[config.mk]
export PLATFORM = sky130hd
export DESIGN_NAME = rat_ckpt
export DESIGN_NICKNAME = d
export VERILOG_FILES = /design/src/rtl/rat_ckpt.sv
export SDC_FILE = /design/constraint.sdc
export NUM_CORES = 2
export LEC_CHECK = 0
export CAP_MARGIN = 20
export CORE_MARGIN = 3
export CORE_UTILIZATION = 25
export DETAILED_ROUTE_END_ITERATION = 16
export PLACE_DENSITY = 0.5
export SYNTH_ARGS = -nofsm -noshare
export SYNTH_HDL_FRONTEND = slang
export SYNTH_SLANG_ARGS = --single-unit
[constraint.sdc]
create_clock -name clock -period 43 [get_ports clock]
set_input_delay 8.6 -clock clock [delete_from_list [all_inputs] [get_ports clock]]
set_output_delay 8.6 -clock clock [all_outputs]
set_load 0.02 [all_outputs]
[src/rtl/rat_ckpt.sv]
// -----------------------------------------------------------------------------
// rat_ckpt
// Register alias table with a ring of full-table checkpoints for branch
// recovery. Each accepted group of WIDTH lanes is renamed against the current
// map, with in-group bypass from lower lanes. The table updates in lane order,
// and every branch lane saves a copy of the map (as seen just after its own
// write) into the next free checkpoint slot.
//
// Optional feature:
//   RAT_CKPT_STALL_CNT_EN - when defined, adds a 32-bit saturating stall_cnt
//                           output that counts cycles with in_valid & !in_ready.
//
// Ports:
//   clock, reset          rising-edge clock, asynchronous active-high reset
//   in_valid / in_ready   rename group handshake (fire = in_valid & in_ready)
//   rs1, rs2, rd          per-lane architectural indices (WIDTH*AW)
//   rd_valid, is_br       per-lane destination-write and branch flags
//   free_prd              per-lane new physical register from the free list
//   out_valid             one-cycle pulse with the renamed group
//   prs1, prs2, prd,
//   prev_prd              per-lane renamed physical indices (WIDTH*PW)
//   prev_valid            per-lane flag: prev_prd is meaningful
//   cp_idx                per-lane checkpoint slot (branch lanes)
//   recover, recover_idx  restore the map from a checkpoint slot
//   retire_cp             release the oldest checkpoint
//   cp_count              number of live checkpoints
// -----------------------------------------------------------------------------
module rat_ckpt #(
    parameter int WIDTH    = 2,
    parameter int ARF_N    = 32,
    parameter int PRF_N    = 64,
    parameter int CP_DEPTH = 4,
    localparam int AW      = $clog2(ARF_N),
    localparam int PW      = $clog2(PRF_N),
    localparam int CW      = $clog2(CP_DEPTH)
) (
    input  logic                  clock,
    input  logic                  reset,
    input  logic                  in_valid,
    output logic                  in_ready,
    input  logic [WIDTH*AW-1:0]   rs1,
    input  logic [WIDTH*AW-1:0]   rs2,
    input  logic [WIDTH*AW-1:0]   rd,
    input  logic [WIDTH-1:0]      rd_valid,
    input  logic [WIDTH-1:0]      is_br,
    input  logic [WIDTH*PW-1:0]   free_prd,
    output logic                  out_valid,
    output logic [WIDTH*PW-1:0]   prs1,
    output logic [WIDTH*PW-1:0]   prs2,
    output logic [WIDTH*PW-1:0]   prd,
    output logic [WIDTH*PW-1:0]   prev_prd,
    output logic [WIDTH-1:0]      prev_valid,
    output logic [WIDTH*CW-1:0]   cp_idx,
    input  logic                  recover,
    input  logic [CW-1:0]         recover_idx,
    input  logic                  retire_cp,
    output logic [CW:0]           cp_count
`ifdef RAT_CKPT_STALL_CNT_EN
    ,
    output logic [31:0]           stall_cnt
`endif
);

    localparam logic [CW:0] DEPTH_C = (CW+1)'(CP_DEPTH);

    // Architectural state
    logic [PW-1:0]       r_map [ARF_N];
    logic [PW-1:0]       r_cp  [CP_DEPTH][ARF_N];
    logic [CW-1:0]       r_head;
    logic [CW-1:0]       r_tail;
    logic [CW:0]         r_count;

    // Registered outputs
    logic                r_out_valid;
    logic [WIDTH*PW-1:0] r_prs1;
    logic [WIDTH*PW-1:0] r_prs2;
    logic [WIDTH*PW-1:0] r_prd;
    logic [WIDTH*PW-1:0] r_prev_prd;
    logic [WIDTH-1:0]    r_prev_valid;
    logic [WIDTH*CW-1:0] r_cp_idx;

    // Combinational rename results
    logic [PW-1:0]       w_stage [WIDTH+1][ARF_N];
    logic [WIDTH-1:0]    w_we;
    logic [CW:0]         w_nbr;
    logic [WIDTH*CW-1:0] w_slot;
    logic [WIDTH*PW-1:0] w_prs1;
    logic [WIDTH*PW-1:0] w_prs2;
    logic [WIDTH*PW-1:0] w_prd;
    logic [WIDTH*PW-1:0] w_prev;
    logic                w_fire;
    logic                w_retire;
    logic [CW-1:0]       w_head_n;
    logic [CW-1:0]       w_rec_diff;
    logic [CW:0]         w_rec_count;
    logic [CW:0]         w_count_n;

    // w_stage[i] is the map as lane i sees it: the table with the writes of
    // lanes 0..i-1 already applied. Reading sources from it gives the
    // "highest lower lane wins" bypass for free, and w_stage[i+1] is exactly
    // the snapshot a branch in lane i must save.
    always_comb begin
        for (int s = 0; s <= WIDTH; s++) begin
            w_stage[s] = r_map;
        end
        w_we   = '0;
        w_nbr  = '0;
        w_slot = '0;
        w_prs1 = '0;
        w_prs2 = '0;
        w_prd  = '0;
        w_prev = '0;
        for (int i = 0; i < WIDTH; i++) begin
            w_stage[i+1] = w_stage[i];
            // Writes to x0 are dropped so x0 always maps to phys 0.
            w_we[i] = rd_valid[i] && (rd[i*AW +: AW] != '0);
            w_prs1[i*PW +: PW] = (rs1[i*AW +: AW] == '0) ? '0 : w_stage[i][rs1[i*AW +: AW]];
            w_prs2[i*PW +: PW] = (rs2[i*AW +: AW] == '0) ? '0 : w_stage[i][rs2[i*AW +: AW]];
            w_prev[i*PW +: PW] = w_stage[i][rd[i*AW +: AW]];
            w_prd[i*PW +: PW]  = w_we[i] ? free_prd[i*PW +: PW] : '0;
            if (w_we[i]) begin
                w_stage[i+1][rd[i*AW +: AW]] = free_prd[i*PW +: PW];
            end
            // Branch lanes take consecutive slots starting at the tail.
            w_slot[i*CW +: CW] = r_tail + w_nbr[CW-1:0];
            if (is_br[i]) begin
                w_nbr = w_nbr + (CW+1)'(1);
            end
        end
    end

    assign in_ready = !recover && ((DEPTH_C - r_count) >= w_nbr);
    assign w_fire   = in_valid && in_ready;

    // Retire is applied before recovery, so the recovered count is measured
    // from the post-retire head. A zero distance means the ring is full,
    // except when a retire just consumed the recovered slot itself.
    assign w_retire    = retire_cp && (r_count != '0);
    assign w_head_n    = r_head + CW'(w_retire);
    assign w_rec_diff  = recover_idx - w_head_n + CW'(1);
    assign w_rec_count = ((w_rec_diff == '0) && !w_retire) ? DEPTH_C : {1'b0, w_rec_diff};
    assign w_count_n   = r_count - (CW+1)'(w_retire) + (w_fire ? w_nbr : '0);

    always_ff @(posedge clock or posedge reset) begin
        if (reset) begin
            for (int a = 0; a < ARF_N; a++) begin
                r_map[a] <= PW'(a);
                for (int s = 0; s < CP_DEPTH; s++) begin
                    r_cp[s][a] <= PW'(a);
                end
            end
            r_head       <= '0;
            r_tail       <= '0;
            r_count      <= '0;
            r_out_valid  <= 1'b0;
            r_prs1       <= '0;
            r_prs2       <= '0;
            r_prd        <= '0;
            r_prev_prd   <= '0;
            r_prev_valid <= '0;
            r_cp_idx     <= '0;
        end else begin
            r_out_valid <= w_fire;
            r_head      <= w_head_n;
            if (recover) begin
                r_map   <= r_cp[recover_idx];
                r_tail  <= recover_idx + CW'(1);
                r_count <= w_rec_count;
            end else begin
                r_count <= w_count_n;
                if (w_fire) begin
                    r_map        <= w_stage[WIDTH];
                    r_tail       <= r_tail + w_nbr[CW-1:0];
                    r_prs1       <= w_prs1;
                    r_prs2       <= w_prs2;
                    r_prd        <= w_prd;
                    r_prev_prd   <= w_prev;
                    r_prev_valid <= w_we;
                    r_cp_idx     <= w_slot;
                    for (int i = 0; i < WIDTH; i++) begin
                        if (is_br[i]) begin
                            r_cp[w_slot[i*CW +: CW]] <= w_stage[i+1];
                        end
                    end
                end
            end
        end
    end

    assign out_valid  = r_out_valid;
    assign prs1       = r_prs1;
    assign prs2       = r_prs2;
    assign prd        = r_prd;
    assign prev_prd   = r_prev_prd;
    assign prev_valid = r_prev_valid;
    assign cp_idx     = r_cp_idx;
    assign cp_count   = r_count;

`ifdef RAT_CKPT_STALL_CNT_EN
    logic [31:0] r_stall;

    // Saturating count of cycles where a group is offered but refused.
    always_ff @(posedge clock or posedge reset) begin
        if (reset) begin
            r_stall <= '0;
        end else if (in_valid && !in_ready && (r_stall != '1)) begin
            r_stall <= r_stall + 32'd1;
        end
    end

    assign stall_cnt = r_stall;
`endif

endmodule

* Word-level counts from Yosys, hierarchy flattened
Cells that the tools add are included.
Word-level totals: bits of input ports 53, register bits after elaboration 1022, word-level logic and storage cells 280, output and inout port bits 59
Operators by class: magnitude comparators 14, add/subtract/negate cells 10, mux-type cells 54, bitwise operators 10, reduce and logical (&&, ||, !) cells 22
Operators with widths (number):
- two-way mux 768 bit | 4
- bitwise mux 768 bit | 2
- two-way mux 192 bit | 8
- demux 192 bit (select 2 bit) | 2
- binary-select mux 192 bit (select 2 bit) | 1
- bitwise mux 192 bit | 2
- binary-select mux 6 bit (select 5 bit) | 6
- two-way mux 6 bit | 20
- demux 6 bit (select 5 bit) | 2
- >= comparator 6 bit (second input constant) | 6
- inverter 5 -> 6 bit | 6
- logical NOT 5 bit | 4
- < comparator 6 x 1 -> 1 bit (second input constant) | 2
- two-way mux 3 bit | 4
- logical AND 1 bit | 10
- nonzero test 5 bit | 2
- >= comparator 3 bit (second input constant) | 3
- inverter 2 -> 3 bit | 3
- < comparator 3 x 1 -> 1 bit (second input constant) | 2
- adder 2 x 1 -> 2 bit (second input constant) | 2
- adder 2 bit | 2
- two-way mux 2 bit | 2
- adder 3 x 1 -> 3 bit (second input constant) | 1
- adder 3 bit | 1
- 12 further kinds | 13

* Logic depth before layout (Yosys ltp)
word-level depth 13, gate-level depth with buffers 18, depth with buffers taken out 14

* Worst setup path before layout
Ideal clock, no wire load.
path type in2out, from in is_br[0], to out in_ready, setup slack 24774 ps, arrival 9626 ps, required time 34400 ps, path buffers 0, stages on the path 5, path through ha_1 > ha_1 > nand2b_1 > a21oi_1 > nor2_1
On the way: longest elaborated chain between the ends 5
Ends and longest elaborated chain:
- start, declared | RTL line 45 | input logic [WIDTH-1:0] is_br,
- two-way mux 1 bit (*) | RTL line 126 | if (is_br[i]) begin
- adder 3 x 1 -> 3 bit | RTL line 127 | w_nbr = w_nbr + (CW+1)'(1);
- two-way mux 3 bit (*) | RTL line 126
- >= comparator 3 bit (*) | RTL line 132 | assign in_ready = !recover && ((DEPTH_C - r_count) >= w_nbr);
- logical AND 1 bit (*) | RTL line 132
- end, declared | RTL line 40 | output logic in_ready,
Mark *: on every way between the ends. The rest lies on a longest branch, timed or not.

* Worst setup path in the final report
from in is_br[1], to out in_ready
On the way: longest elaborated chain between the ends 3
Ends and longest elaborated chain (RTL line):
- two-way mux 3 bit | 126
- >= comparator 3 bit | 132
- logical AND 1 bit | 132
No other way between the ends.

==> impl_metrics.yaml <==
status:
  status: "completed"
drt:
  ant_nets: 0
  firstDrtPassIters: 8
  routed_wl_um: 335000
  drtIter0Drc: 8086
  drc: 0
  vias: 59200
  routedWlPerCell_um: 35.3
  viasPerCell: 6.23
clocking:
  ctsLongestPathBuffers: 3
  clkLatencyLatePin_ns: 0.84
  cts_buffers: 120
  cts.sinks: 1022
  root_buffer: "clkbuf_16"
  cts-resized-gates: 0
  clk_pin_slew_ns: 0.06
  cts_tree: "yes"
  htree_levels: 3
  post_cts_buffers: 0
  cts_hold_buffers: 0
global_routing:
  grt_pass1_vias: 56500
  gr-max-usage-layer: "met2"
  met1_usage_pct: 34.0
  grt_max_degree: 159
  antenna_found_initial: 23
  grtUsageTotal_pct: 25.6
  grt_pass1_wl_um: 466000
  grt_util_met3_pct: 7.15
  grtUsageMet2_pct: 37.4
  grt-ovfl-total: 0
worst_setup_path:
  max_stage_delay_ns: 0.76
  cp.arrival_ns: 11.37
  cp.required_ns: 34.40
  crit_path_top_delay_cell: "clkdlybuf4s50_1"
  path_class: "in -> out"
  crit_fanout: 6
  cp_top_family: "buffers and inverters"
  critPathCaptureType: "output pin"
  worstSetupStartpointType: "input port"
  crit_buf_inv: 2
  crit_chain: "clkdlybuf4s50_1 -> ha_1 -> ha_1 -> nand2b_1 -> a21oi_1 -> nor2_1 -> clkdlybuf4s50_1"
  r2r_setup_slack_ns: 37.45
timing:
  rsz0062_at_grt: "no"
  finalMaxSlewViolations: 0
  max_freq_mhz: 50.1
  period_share_pct: 46.5
  period_needed_ns: 19.97
  relSlewSlack_pct: 12.9
  fin_worst_skew_ns: 0.0533
  setup_viol: 0
  finalSetupTns_ns: 0
  final_hold_viol_count: 0
  tightest_slew_ns: 1.27
  whs_ns: 0.474
floorplan:
  dieHeight_um: 504
  io-pin-count: 112
  start_util_pct: 25.1
  dieArea_um2: 254000
  rows: 182
  die_x_um: 504
  core-area_um2: 246000
layout:
  fin_nets: 6123
  drive_gt1_share_pct: 21.4
  final_core_util_pct: 28.7
  design_area_um2: 70700
  synthToLayoutAreaGrowth_pct: 14.2
  stdcell_count: 9492
  n_fill_cell: 25600
logic_synthesis:
  yosysSeqAreaShare_pct: 42.1
  synth-main-ff-cell: "dfrtp_1"
  syn_area_um2: 61900
  synth_edf_count: 0
  synth.distinct_cells: 90
  syn_area_per_cell_um2: 9.92
  yosys.area.top_type: "dfrtp_1"
  ys_top_cells_by_area: "dfrtp_1 (25%), dfstp_2 (17%), mux4_2 (11%)"
  synthArstFlopShare_pct: 100
  yosysWarnings: 0
  netlist_instances: 6240
  ys_ff_latch: 1022
  synth_top_area_share_pct: 25.1
  synth_fp_nets: 6306
place:
  portBuffers: 111
  placed_area_um2: 66500
  dp.cells: 9235
  hpwl_um: 219000
  routabilityCongestion: 1.02
hold_path:
  min_path_type: "reg -> reg"
job:
  cap_violations: 0
pwr:
  powerDensity_nw_per_um2: 69.1
  p_leak_nw: 27.1
  vdd_ir_drop_max_mv: 0.0362
[stage by stage]
stage                     power [mW]  worst slack (ns)
after floorplan                 2.93              6.30
after global placement          3.71             23.02
after detailed placement        3.76             23.04
after CTS                       4.83             23.03
after global routing            5.08             22.92
final                           4.88             23.03
[sequential cells by signal, indices dropped and copies added, names as in the netlist]
| signal | flops |
|---|---|
| prs1 | 12 |
| prd | 12 |
| prev_valid | 2 |
| cp_idx | 4 |
| r_cp | 768 |
| r_map | 192 |
| out_valid | 1 |
| prev_prd | 12 |
| r_tail | 2 |
| r_head | 2 |
| cp_count | 3 |
| prs2 | 12 |
[layer usage]
| layer | wire, µm | vias up |
|---|---|---|
| met3 | 35300 | 807 |
| li1 | - | 23700 |
| met5 | 56 | - |
| met4 | 20500 | 10 |
| met2 | 144000 | 3874 |
| met1 | 135000 | 30800 |
[cell type report]
cell class | instances | area, µm² | area share (%)
multi-input combinational | 4536 | 33400 | 47.3
sequential | 1022 | 26100 | 36.9
tap | 3312 | 4140 | 5.86
clock buffer | 189 | 3580 | 5.07
timing repair buffer | 353 | 2920 | 4.13
clock inverter | 39 | 388 | 0.549
inverter | 24 | 105 | 0.149
antenna | 17 | 42.5 | 0.0602
[Yosys cell counts (216+ instances only)]
master	number
mux4_2	313
dfstp_2	400
nor2_1	404
o221ai_1	323
a22oi_1	216
a21oi_1	289
o22ai_1	266
clkbuf_1	562
a22o_1	252
o21ai_0	366
dfrtp_1	622
mux2i_1	289
nand2_1	1054
[power by group]
part | total (mW) | leakage, nW | switching [mW] | internal [mW]
clock network | 1.05 | 1.95 | 0.458 | 0.595
logic | 1.92 | 12.8 | 1.18 | 0.746
registers | 1.91 | 12.4 | 0.410 | 1.50
total | 4.88 | 27.1 | 2.05 | 2.84
[cell families (layout without fill, tap and decap cells)]
kind of cell | count (synthesis) | after routing | share of synthesized area (%)
xor gates and xnor gates | 14 | 14 | 0.198
AOI/OAI and AO/OA | 2143 | 2143 | 24.4
and+or+nand+nor | 1700 | 1700 | 11.4
muxes | 666 | 666 | 17.3
buffers and inverters | 682 | 605 | 4.30
other | 0 | 17 | 0
DFF | 1022 | 1022 | 42.1
adders and majority gates | 13 | 13 | 0.275
[cell usage in the layout (no fill, tap or decap), types with 19 or more instances in the layout]
| cell type | instances |
|---|---|
| a211oi_1 | 21 |
| a21oi_1 | 288 |
| a221o_1 | 29 |
| a221oi_1 | 58 |
| a22o_1 | 252 |
| a22oi_1 | 216 |
| a31oi_1 | 19 |
| buf_2 | 19 |
| buf_4 | 242 |
| clkbuf_1 | 38 |
| clkbuf_16 | 121 |
| clkbuf_8 | 30 |
| clkdlybuf4s50_1 | 81 |
| clkinv_2 | 21 |
| dfrtp_1 | 622 |
| dfstp_2 | 400 |
| inv_1 | 19 |
| mux2_2 | 56 |
| mux2i_1 | 287 |
| mux4_2 | 313 |
| nand2_1 | 1045 |
| nand3_1 | 43 |
| nor2_1 | 392 |
| nor2_2 | 21 |
| nor3_1 | 52 |
| o211ai_1 | 158 |
| o21ai_0 | 362 |
| o221ai_1 | 323 |
| o22ai_1 | 266 |
[worst paths after layout]
| path | start | depth (start not counted) | end |
|---|---|---|---|
| setup / recovery | is_br[1] | 7 | in_ready |
| hold / removal | r_head[1] | 1 | r_head[1] |
| setup reg to reg | cp_count[0] | 14 | prs2[7] |
| hold reg to reg | r_head[1] | 1 | r_head[1] |
| max in group asynchronous | reset | 6 | r_map[37] |
| min in group asynchronous | reset | 2 | r_cp[556] |
Note: power is estimated with default switching activity, not from simulation.
